--- config.mk ---
export PLATFORM = sky130hd
export DESIGN_NAME = rr_arbiter8_flat
export DESIGN_NICKNAME = d
export VERILOG_FILES = /design/src/rtl/rr_arbiter8_if.sv /design/src/rtl/rr_arbiter8.sv /design/src/flat_wrapper.sv
export SDC_FILE = /design/constraint.sdc
export NUM_CORES = 1
export LEC_CHECK = 0
export ABC_AREA = 1
export CAP_MARGIN = 20
export CORE_MARGIN = 8
export CORE_UTILIZATION = 64
export DETAILED_ROUTE_END_ITERATION = 10
export DONT_BUFFER_PORTS = 1
export HOLD_SLACK_MARGIN = 0.02
export PLACE_DENSITY = 0.8
export SETUP_SLACK_MARGIN = 0.4
export SLEW_MARGIN = 20
export SYNTH_ARGS = -nofsm -noshare
export SYNTH_HDL_FRONTEND = slang
export SYNTH_SLANG_ARGS = --single-unit
export TNS_END_PERCENT = 50
--- constraint.sdc ---
create_clock -name clk -period 3.96 [get_ports clk]
set_input_delay 0.594 -clock clk [delete_from_list [all_inputs] [get_ports clk]]
set_output_delay 0.594 -clock clk [all_outputs]
set_load 0.02 [all_outputs]
--- src/rtl/rr_arbiter8_if.sv ---
// rtl/rr_arbiter8_if.sv - request/grant bundle between requesters and the round-robin arbiter
interface rr_arbiter8_if;
  logic [7:0] req;
  logic       en;
  logic [7:0] grant;
  logic [2:0] grant_code;
  logic       grant_valid;
  logic       expired;

  modport master (
    output req,
    output en,
    input  grant,
    input  grant_code,
    input  grant_valid,
    input  expired
  );

  modport slave (
    input  req,
    input  en,
    output grant,
    output grant_code,
    output grant_valid,
    output expired
  );
endinterface

--- src/rtl/rr_arbiter8.sv ---
// rtl/rr_arbiter8.sv - 8-way round-robin arbiter with registered one-hot grant and hold-time limit
module rr_arbiter8 #(
  parameter int MAX_HOLD = 16,
  parameter int CNT_W    = 8
) (
  input  logic         clk,
  input  logic         rst,
  rr_arbiter8_if.slave arb
);

  typedef enum logic {ST_IDLE, ST_GRANT} state_t;

  state_t           r_state;
  logic [2:0]       r_ptr;
  logic [CNT_W-1:0] r_hold_cnt;
  logic [7:0]       r_grant;
  logic [2:0]       r_code;
  logic             r_valid;
  logic             r_expired;

  logic             w_hit;
  logic [2:0]       w_win;
  logic [2:0]       w_cand;
  logic             w_last_cycle;

  assign w_last_cycle = (r_hold_cnt == CNT_W'(MAX_HOLD - 1));

  // First requester at or after r_ptr, wrapping 7 -> 0.
  always_comb begin
    w_hit  = 1'b0;
    w_win  = 3'd0;
    w_cand = 3'd0;
    for (int k = 0; k < 8; k++) begin
      w_cand = r_ptr + 3'(k);
      if (!w_hit && arb.req[w_cand]) begin
        w_hit = 1'b1;
        w_win = w_cand;
      end
    end
  end

  always_ff @(posedge clk or posedge rst) begin
    if (rst) begin
      r_state    <= ST_IDLE;
      r_ptr      <= 3'd0;
      r_hold_cnt <= '0;
      r_grant    <= 8'h00;
      r_code     <= 3'd0;
      r_valid    <= 1'b0;
      r_expired  <= 1'b0;
    end else begin
      r_expired <= 1'b0;
      case (r_state)
        ST_IDLE: begin
          if (arb.en && w_hit) begin
            r_state    <= ST_GRANT;
            r_grant    <= 8'd1 << w_win;
            r_code     <= w_win;
            r_valid    <= 1'b1;
            r_ptr      <= w_win + 3'd1;
            r_hold_cnt <= '0;
          end
        end
        ST_GRANT: begin
          // Grant code and one-hot are always cleared together so the mux select stays legal.
          if (!arb.req[r_code] || w_last_cycle) begin
            r_state    <= ST_IDLE;
            r_grant    <= 8'h00;
            r_code     <= 3'd0;
            r_valid    <= 1'b0;
            r_hold_cnt <= '0;
            r_expired  <= arb.req[r_code];
          end else begin
            r_hold_cnt <= r_hold_cnt + 1'b1;
          end
        end
        default: begin
          r_state <= ST_IDLE;
        end
      endcase
    end
  end

  assign arb.grant       = r_grant;
  assign arb.grant_code  = r_code;
  assign arb.grant_valid = r_valid;
  assign arb.expired     = r_expired;

endmodule

--- src/flat_wrapper.sv ---
// flat-port wrapper written by rule: the top's interface ports become plain ports
module rr_arbiter8_flat 
#(
  parameter int MAX_HOLD = 16,
  parameter int CNT_W    = 8
)
  (clk, rst, arb_req, arb_en, arb_grant, arb_grant_code, arb_grant_valid, arb_expired);
  rr_arbiter8_if arb_i ();
  input  logic clk;
  input  logic rst;
  input wire logic [$bits(arb_i.req)-1:0] arb_req;
  input wire logic [$bits(arb_i.en)-1:0] arb_en;
  output wire logic [$bits(arb_i.grant)-1:0] arb_grant;
  output wire logic [$bits(arb_i.grant_code)-1:0] arb_grant_code;
  output wire logic [$bits(arb_i.grant_valid)-1:0] arb_grant_valid;
  output wire logic [$bits(arb_i.expired)-1:0] arb_expired;
  assign arb_i.req = arb_req;
  assign arb_i.en = arb_en;
  assign arb_grant = arb_i.grant;
  assign arb_grant_code = arb_i.grant_code;
  assign arb_grant_valid = arb_i.grant_valid;
  assign arb_expired = arb_i.expired;
  rr_arbiter8 #(.MAX_HOLD(MAX_HOLD), .CNT_W(CNT_W)) u_core (.clk(clk), .rst(rst), .arb(arb_i));
endmodule
# Word-level counts from Yosys, hierarchy flattened
# Index checks and enable logic that the tools add are counted.
# word_totals
reg_bits	25
# op_classes
n_reduce_logical	19
muxes	51
magnitude_cmp	9
bitwise_logic	1
n_shift	1
n_eq_ne	3
add_sub_neg	9
# ops
op	count
less-than comparator 3 x 4 -> 1 bit (second input constant)	9
2-to-1 mux 8 bit	4
case mux 8 bit (2 select lines)	2
2-to-1 mux 3 bit	10
binary-select mux 1 bit (select 3 bit)	9
2-to-1 mux 1 bit	23
adder 3 bit (second input constant)	4
adder 8 x 1 -> 8 bit (second input constant)	1
== test 8 x 4 -> 1 bit (second input constant)	1
logical AND 1 bit	8
logical NOT 1 bit	8
<< shifter 1 x 3 -> 8 bit (first input constant)	1
adder 3 x 1 -> 3 bit (second input constant)	2
adder 3 x 2 -> 3 bit (second input constant)	2
case mux 3 bit (2 select lines)	1
case mux 1 bit (2 select lines)	2
AND reduction 2 bit	2
inequality test 2 x 1 -> 1 bit (second input constant)	1
inequality test 2 bit (second input constant)	1
logical OR 1 bit	1
inverter 1 bit	1

# Depth between registers and ports, before layout
# Gate-level depths: netlist (run 1).
# depth
ltp_word	27
ltp_mapped	21
mapped_depth_nobuf	20

# Worst setup path before layout (run 1)
# Ideal clock, no wire load.
# synth_path
kind	register to register
from	register u_core.r_ptr[1]
to	register u_core.r_ptr[2]
t_required_ns	3.837
setup_time_ns	0.123
stages_incl_launch_ff	20
slack_ns	1.156
t_arrival_ns	2.682
cell_sequence	dfrtp_1 > buf_6 > clkinv_2 > ha_1 > inv_2 > nand3_1 > nand3_1 > nand2_2 > nor2_8 > nand4_4 > nor2_4 > nand2_1 > nor2_1 > nand2_1 > nand2_1 > inv_1 > ha_1 > ha_1 > nand2_1 > o21ai_1
# synth_via
elab_chain_cells	26
elab_cells_between_ends	56
classes_between	add/sub: 8; mux: 32; reduce/logical: 16
# synth_rtl
item	line	source
start: declaration	rr_arbiter8.sv:14	logic [2:0] r_ptr;
start signal: assignment	rr_arbiter8.sv:60	r_ptr <= w_win + 3'd1;
branches (longest 26 deep; another with adder 3 x 1 -> 3 bit)	-	
# Several ways; the timed one is not identified. The select of a mux whose other input is x is not followed.
# A chain may end at the register's enable or synchronous reset.

# Worst setup path after layout (run 1)
# layout_path
from	register u_core.r_ptr[0]
to	register u_core.r_ptr[2]
# Same word-level chain as after synthesis.

==> flow_summary.toml, run 1 <==
[worst_setup_path]
cp_top_family = "simple AND/OR/NAND/NOR gates"
crit_buf_inv = 3
worst_path_largest_cell_delay_ns = 0.57
critPathRequiredTime_ns = 4.18
cp_max_fo = 12
worstSetupPathType = "flip-flop to flip-flop"
critPathSlowestCell = "dfrtp_2"
worstPathArrival_ns = 3.53
cp-end-kind = "flip-flop"
startpoint_type = "flip-flop"
path_common_cell = "nand2_1"
crit_chain = "inv_2, ha_1, inv_2, nand3_1, nand3_1, nand2_2, nor2_8, nand4_4, nor2_4, nand2_1, nor2_1, nand2_1, nand2_1, inv_1, ha_1, ha_1, nand2_1, o21ai_1"

[sta]
finalMaxSlewViolations = 0
setup_viol_count_final = 0
fmax_ghz = 0.302
tns_ns = 0
max_slew.worst_pin.slew_ns = 0.923
hold_viol_final = 0
skew_ns = 0.00965
worst_slack_ns = 0.651
finalCriticalPeriod_ns = 3.31
timing.final.crit_share_pct = 83.6
slew_headroom_pct = 38.4
rsz0062_at_grt = "no"

[floorplanning]
row_count = 20
die_x_um = 72.7
ios = 24
die_y_um = 72.7
die-area_um2 = 5280
core_area_um2 = 3050
start_util_pct = 67.3

[cts]
clockBufferDepth = 2
clk-insertion-delay-late_ns = 0.32
clkSlewWorstSetupHoldPaths_ns = 0.14
cts_tree = "built"
postCtsSetupBuffers = 0
hold_buffers = 0
cts_root_buffer = "clkbuf_4"
cts_buffers = 3
cts-resized-gates = 0
clock_sinks = 25
htreeDepth = 1

[route]
dr.pass1.iters = 5
avgRoutedWirePerCell_um = 13.0
avgViaCountPerCell = 5.22
drtIter0Drc = 117
drcViolationCount = 0
routed-via-count = 1728
finalWirelength_um = 4310
antenna_left = 0

[final_layout]
final_nets = 307
ff_latch_area_um2 = 628
antenna_cells = 0
syn2layout_area_growth_pct = 1.10
layout-drive-gt1-share_pct = 16.0
multi_input_comb_area_um2 = 1210
fillers = 278

[flow_run]
cap_violations = 0

[yosys]
syn_inst = 288
ys.flop_type = "dfrtp_1"
synthDistinctLibCells = 29
ys_seq_elements = 25
synth_area_per_cell_um2 = 7.13
ys_warn_count = 0
synth_nets = 307
synth.cell_area_um2 = 2050
synth_edf_count = 0
async_reset_ff_share_pct = 100
yosysSeqAreaShare_pct = 30.5

[run_status]
status = "complete, no violations"

[placement]
place_ws_ns = 0.520
port-buffer-count = 0
globalplace.congestion = 0.927
dp_hpwl_um = 3450

[global_route]
antenna_found_initial = 0
grt_pass1_wl_um = 7630
grt_pass1_vias = 1619
grt_max_degree = 26
track_usage_pct = 17.7
grt_overflow_total = 0

[min_path]
hp-class = "input pin to asynchronous set/reset pin"
cell type report:
type	count	area share [%]
clock buffer	3	1.08
tap	44	2.65
multi-input combinational	217	58.2
clock inverter	1	0.361
inverter	41	7.47
sequential	25	30.2
registers in the layout, summed over array words and instances (netlist names):
signal	count
u_core.r_hold_cnt	8
u_core.r_ptr	3
u_core.arb.grant_code	3
u_core.arb.grant	8
u_core.r_state	1
u_core.arb.grant_valid	1
u_core.arb.expired	1
through the flow:
step / hold slack (ns) / area, µm² / util, % / instances
global route: 0.412 / 2080 / 68.0 / 331
finish: 0.349 / 2080 / 68.0 / 331
global placement: 0.521 / 2040 / 67.0 / 327
CTS: 0.361 / 2070 / 68.0 / 331
floorplan: 0.494 / 2050 / - / 288
detailed placement: 0.532 / 2040 / 67.0 / 327
path summary, 6_finish.rpt:
check                                                     endpoint  slack (ns)  depth (start not counted)                        start
worst max-delay path                   u_core.r_ptr[2]$_DFFE_PP0P_        0.65                         18  u_core.r_ptr[0]$_DFFE_PP0P_
worst min-delay path               u_core.arb.grant[2]$_DFFE_PP0P_        0.35                          1                          rst
worst max register to register         u_core.r_ptr[2]$_DFFE_PP0P_        0.65                         18  u_core.r_ptr[0]$_DFFE_PP0P_
worst min register to register        u_core.arb.expired$_DFF_PP0_        0.55                          2     u_core.r_state$_DFF_PP0_
max in group asynchronous              u_core.r_ptr[0]$_DFFE_PP0P_        3.00                          1                          rst
min in group clk                u_core.arb.grant_valid$_DFFE_PP0P_        0.50                          2                       arb_en
cell usage in the layout, fill, tap and decap left out:
cell type	count
nand2_1	84
nor2_1	25
clkinvlp_4	1
o21ai_1	3
nor2_8	1
nor3_1	3
dfrtp_1	23
xnor2_2	1
clkinv_2	1
xor2_1	5
clkbuf_4	3
dfrtp_2	2
xnor2_1	2
mux2_2	1
nand4_4	1
ha_1	8
a21oi_1	3
nand4_1	4
o22ai_1	5
o21bai_1	1
nand3_1	30
inv_1	36
nor2_4	1
o21ai_0	7
nand3_2	9
o32ai_1	2
inv_2	4
nand2_4	3
xor2_2	1
nand2_2	17
cell usage after synthesis, types with 5 or more instances:
| cell type | count | share of area (%) |
|---|---|---|
| nand2_1 | 84 | 15 |
| inv_1 | 36 | 6.6 |
| nand3_1 | 30 | 7.3 |
| dfrtp_1 | 25 | 30 |
| nor2_1 | 25 | 4.6 |
| nand2_2 | 17 | 5.2 |
| nand3_2 | 9 | 4.4 |
| ha_1 | 8 | 4.9 |
| o21ai_0 | 7 | 1.7 |
| o22ai_1 | 5 | 1.5 |
| xor2_1 | 5 | 2.1 |
worst reg2reg max path, stage by stage (launching register included):
cell and delay (ns):
dfrtp_2 0.57, inv_2 0.16, ha_1 0.44, inv_2 0.15, nand3_1 0.12, nand3_1 0.14
nand2_2 0.11, nor2_8 0.12, nand4_4 0.12, nor2_4 0.18, nand2_1 0.07, nor2_1 0.14
nand2_1 0.10, nand2_1 0.13, inv_1 0.08, ha_1 0.20, ha_1 0.27, nand2_1 0.06
o21ai_1 0.06
per-layer routing:
layer | GRT usage, % | vias up | wire [µm]
met2 | 26.7 | 36 | 1980
li1 | - | 910 | -
met1 | 25.3 | 780 | 2080
met5 | 0 | - | 0
met3 | 3.57 | 2 | 234
met4 | 3.11 | 0 | 13
cell families after synthesis:
kind of cell,after synthesis,share of synthesized area [%]
buffers and inverters,46,10.7
xor gates and xnor gates,9,4.57
muxes,1,0.548
and+or+nand+nor,178,42.9
DFF,25,30.5
adders and majority gates,8,4.87
AOI/OAI and AO/OA,21,5.91
Power of run 1 is left out: the tool's default activity adds up to more than one toggle a clock period on the data nets, which glitch-free logic cannot reach.
==> inputs of run 2 (changes only) <==
clock period = 3.3 ns   (was 3.96 ns; I/O delays follow)
==> run 2 against run 1 <==
  * First-iteration DRC count rose by 26%
  * Final area up 11%
  * Utilization rose by 7.5 points
  * Final cell count is 5.7% higher
  * Sequential share of layout area decreased by 3.1 points
  * Die area is the same
  * Register-to-register slack got worse by 0.08 ns
  * Setup slack worse by 0.080 ns
  * Via count rose by 9.4%
  * Critical path depth decreased by 1
  * Highest routed layer unchanged
==> flow_summary.toml, run 2 (same netlist as run 1, synthesis figures left out) <==
[placement]
placedCellCount = 329
port-buffer-count = 0
globalplace.congestion = 0.976
dp_hpwl_um = 3470

[route]
dr.pass1.iters = 5
drtIter0Drc = 148
antenna_left = 0
finalWirelength_um = 4780
drcViolationCount = 0
avgRoutedWirePerCell_um = 13.7
avgViaCountPerCell = 5.40
routed-via-count = 1890

[worst_setup_path]
crit_chain = "buf_6, ha_2, xnor2_2, nand3_2, nand2_2, nor2_8, nand4_4, nor2_4, nand2_1, nor2_2, nand2_1, nand2_2, inv_1, ha_2, ha_1, nand2_1, o21ai_1"
reg2reg_to = "u_core.r_ptr[2]$_DFFE_PP0P_"
cp-end-kind = "flip-flop"
startpoint_type = "flip-flop"
worst_path_largest_cell_delay_ns = 0.44
worstPathArrival_ns = 2.95
cp_max_fo = 10
critPathSlowestCell = "dfrtp_1"
regToRegStartpoint = "u_core.r_ptr[0]$_DFFE_PP0P_"
critPathRequiredTime_ns = 3.52
path_common_cell = "nand2_1"
worstSetupPathType = "flip-flop to flip-flop"
ff2ff_setup_slack_ns = 0.57
r2r_cells = 17

[run_status]
status = "complete, no violations"

[floorplanning]
die_y_um = 72.7
row_count = 20
die_x_um = 72.7
start_util_pct = 67.3
core_area_um2 = 3050
die-area_um2 = 5280
ios = 24

[sta]
tns_ns = 0
slew_headroom_pct = 39.5
rsz0062_at_grt = "no"
setup_viol_count_final = 0
finalMaxSlewViolations = 0
fmax_ghz = 0.366
max_slew.worst_pin.slew_ns = 0.907
skew_ns = 0.00385
hold_viol_final = 0
timing.final.crit_share_pct = 82.7
finalCriticalPeriod_ns = 2.73

[global_route]
track_usage_pct = 18.1
grt_pass1_vias = 1731
grt_overflow_total = 0
antenna_found_initial = 0
grt_pass1_wl_um = 7770
grt_max_degree = 26

[final_layout]
final_cells = 350
antenna_cells = 0
fillers = 232
layout_commonest_cell = "nand2_1"
final_cell_mix = "80 x nand2_1, 36 x inv_1, 25 x nand3_1, 25 x dfrtp_1, 23 x nor2_1"
layout-drive-gt1-share_pct = 26.1
final_nets = 326
syn2layout_area_growth_pct = 12.3

[flow_run]
cap_violations = 0

[cts]
htreeDepth = 1
cts_buffers = 3
cts_tree = "built"
clkSlewWorstSetupHoldPaths_ns = 0.13
cts_root_buffer = "clkbuf_4"
clockBufferDepth = 2
clk-insertion-delay-late_ns = 0.32
clock_sinks = 25

[min_path]
hp-class = "input pin to asynchronous set/reset pin"
-- run 2: metal layers --
layer	share of wire, %	GRT usage, %	vias to the layer above
met5	0	0	-
met4	0.71	2.44	0
met3	6.8	4.95	4
met2	49	28.4	64
met1	44	24.4	875
li1	-	-	947
-- run 2: final cells by class --
| type | instances | area [µm²] | share of cell area, % |
|---|---|---|---|
| multi-input combinational | 217 | 1280 | 55.7 |
| sequential | 25 | 626 | 27.1 |
| inverter | 41 | 161 | 7.00 |
| timing repair buffer | 19 | 150 | 6.51 |
| tap | 44 | 55.1 | 2.39 |
| clock buffer | 3 | 22.5 | 0.976 |
| clock inverter | 1 | 7.51 | 0.325 |
-- run 2: stage by stage --
stage	cell area [µm²]	hold WS [ns]	utilization, %	setup WS, ns
floorplan	2050	0.494	-	0.496
global placement	2060	0.525	67.5	0.447
detailed placement	2060	0.522	67.5	0.330
CTS	2130	0.269	69.8	0.402
global route	2310	0.310	75.6	0.392
finish	2310	0.241	75.6	0.571
-- run 2: timing repair --
item	4_1_cts	5_1_grt
resized for setup	4	19
endpoints found under the setup margin	1	6
pin swaps	1	6
hold buffers	0	0
buffers inserted	3	14
-- run 2: critical path, delay by kind of cell (launching register included) --
| kind | cells | cell delay, ns |
|---|---|---|
| xor gates and xnor gates | 1 | 0.17 |
| adders and majority gates | 3 | 0.65 |
| and+or+nand+nor | 10 | 1.07 |
| buffers and inverters | 2 | 0.22 |
| AOI/OAI and AO/OA | 1 | 0.06 |
| DFF | 1 | 0.44 |
-- run 2: worst max-delay path by stage --
stage / startpoint / slack, ns / end / cells past startpoint
after CTS: u_core.r_ptr[0]$_DFFE_PP0P_ / 0.40 / u_core.r_ptr[2]$_DFFE_PP0P_ / 17
after detailed placement: u_core.r_ptr[1]$_DFFE_PP0P_ / 0.33 / u_core.r_ptr[2]$_DFFE_PP0P_ / 18
final: u_core.r_ptr[0]$_DFFE_PP0P_ / 0.57 / u_core.r_ptr[2]$_DFFE_PP0P_ / 17
after global placement: u_core.r_ptr[0]$_DFFE_PP0P_ / 0.45 / u_core.r_ptr[2]$_DFFE_PP0P_ / 18
after floorplan: u_core.r_ptr[1]$_DFFE_PP0P_ / 0.50 / u_core.r_ptr[2]$_DFFE_PP0P_ / 19
after global routing: u_core.r_ptr[0]$_DFFE_PP0P_ / 0.39 / u_core.r_ptr[2]$_DFFE_PP0P_ / 17
Power of run 2 is left out for the same reason.
==> inputs of run 3 (changes only) <==
CORE_UTILIZATION = 57   (was 64)
PLACE_DENSITY = 0.75   (was 0.8)
clock period = 2.2 ns   (was 3.3 ns; I/O delays follow)
==> run 3 against run 2 <==
  * The flow now finishes with violations (setup timing)
  * Clock skew grew 0.0022 ns
  * Sequential share of layout area decreased by 4.8 points
  * Utilization rose by 3.8 points
  * Critical endpoint is now u_core.arb.grant[3]$_DFFE_PP0P_
  * Largest cell class unchanged
  * Highest routed layer unchanged
==> flow_summary.toml, run 3 (same netlist as run 1, synthesis figures left out) <==
[sta]
finalMaxSlewViolations = 0
hold_viol_final = 0
fmax_ghz = 0.364
finalCriticalPeriod_ns = 2.75
max_slew.worst_pin.slew_ns = 0.638
slew_headroom_pct = 57.4
setup_viol_count_final = 24
worst_slack_ns = -0.549
skew_ns = 0.00600
rsz0062_at_grt = "yes"
timing.final.crit_share_pct = 125

[cts]
clkSlewWorstSetupHoldPaths_ns = 0.14
cts_tree = "built"
clockBufferDepth = 2
htreeDepth = 1
clk-insertion-delay-late_ns = 0.34
clock_sinks = 25
cts_root_buffer = "clkbuf_4"
cts_buffers = 3

[route]
drt-met1-wl_um = 2560
top_layer_used = "met4"
routed-via-count = 2250
avgRoutedWirePerCell_um = 17.2
antenna_left = 0
drcViolationCount = 0
avgViaCountPerCell = 5.75
route.met2.wl_um = 3560
route.met3.wl_um = 378
dr.pass1.iters = 4
drtIter0Drc = 112
finalWirelength_um = 6710

[min_path]
hp-class = "input pin to flip-flop"
hold_start = "arb_en"

[global_route]
track_usage_pct = 19.6
grt_max_degree = 26
grt_pass1_wl_um = 9520
antenna_found_initial = 0
grt_pass1_vias = 2121
grt_overflow_total = 0

[final_layout]
final_nets = 363
multi_input_comb_area_um2 = 1490
syn2layout_area_growth_pct = 37.3
layout-drive-gt1-share_pct = 40.8
final_cells = 391
final_area_um2 = 2820
layout_commonest_cell = "nand2_1"
antenna_cells = 0
fillers = 219
final_cell_mix = "74 x nand2_1, 51 x buf_4, 33 x inv_1, 25 x nand2_2, 24 x nand3_1"
ff_latch_area_um2 = 628

[run_status]
status = "complete, but fails checks"
violations = "setup timing"

[floorplanning]
core_area_um2 = 3550
die_y_um = 76.0
row_count = 22
die_x_um = 76.0
start_util_pct = 57.9
die-area_um2 = 5780
ios = 24

[placement]
place_area_um2 = 2460
placedCellCount = 371
port-buffer-count = 0
dp_hpwl_um = 4190
globalplace.congestion = 0.867

[worst_setup_path]
startpoint_type = "flip-flop"
worstSetupPathType = "flip-flop to flip-flop"
worst_path_largest_cell_delay_ns = 0.43
regToRegStartpoint = "u_core.r_ptr[1]$_DFFE_PP0P_"
critPathRequiredTime_ns = 2.45
crit_chain = "clkinv_4, ha_4, nand3_2, nand3_2, nand2_4, nor2_8, nand4_4, nor2_4, nand2_2, nor2_4, nand2_2, nand2_4, inv_4, ha_4, buf_4, inv_2, nor2_1, nand2_1, nand2_1"
cp_max_fo = 6
cp-startpoint = "u_core.r_ptr[1]$_DFFE_PP0P_"
cp-end-kind = "flip-flop"
critPathSlowestCell = "dfrtp_1"
worstPathArrival_ns = 3.00

[flow_run]
cap_violations = 0
==> run 3: worst max-delay path: cells and delay by family (launching register included) <==
kind          cells  cell delay [ns]
fa+ha+maj         2             0.50
simple gates     13             1.40
flops             1             0.43
buf+inv           4             0.30
==> run 3: area by class of cell <==
class / count / share of cell area, %
multi-input cells: 218 / 52.7
flip-flops and latches: 25 / 22.3
repair buffers: 55 / 15.7
inverters: 41 / 6.08
well taps: 48 / 2.13
clock buffers: 3 / 0.799
clock inverters: 1 / 0.266
==> run 3: worst paths after layout <==
kind / to / slack, ns / cells after the start
max in group asynchronous: u_core.r_ptr[0]$_DFFE_PP0P_ / 1.45 / 3
min in group asynchronous: u_core.arb.grant[2]$_DFFE_PP0P_ / 0.48 / 3
max reg2reg: u_core.arb.grant[3]$_DFFE_PP0P_ / -0.55 / 19
min: u_core.r_state$_DFF_PP0_ / 0.25 / 3
min reg2reg: u_core.arb.expired$_DFF_PP0_ / 0.54 / 2
max: u_core.arb.grant[3]$_DFFE_PP0P_ / -0.55 / 19
==> run 3: stage by stage <==
stage	TNS [ns]	setup slack (ns)	util, %	hold WS (ns)
global route	-12.06	-0.681	79.4	0.242
global placement	-3.13	-0.343	69.2	0.287
finish	-9.36	-0.549	79.4	0.254
CTS	-4.90	-0.349	75.1	0.262
floorplan	-2.03	-0.350	-	0.357
detailed placement	-5.18	-0.449	69.2	0.304
==> run 3: per-layer routing <==
layer	vias up	track usage, %
li1	1027	-
met1	1084	22.5
met2	120	35.6
met3	19	2.00
met4	0	8.43
met5	-	0
==> run 3: repair_timing <==
item | CTS | global route
endpoints found under the setup margin | 24 | 24
pin swaps | 19 | 17
gates cloned | 0 | 1
gates resized for setup | 27 | 21
hold buffers | 1 | 0
setup buffers | 6 | 8
hold endpoints to repair | 25 | 0
Power of run 3 is left out for the same reason.
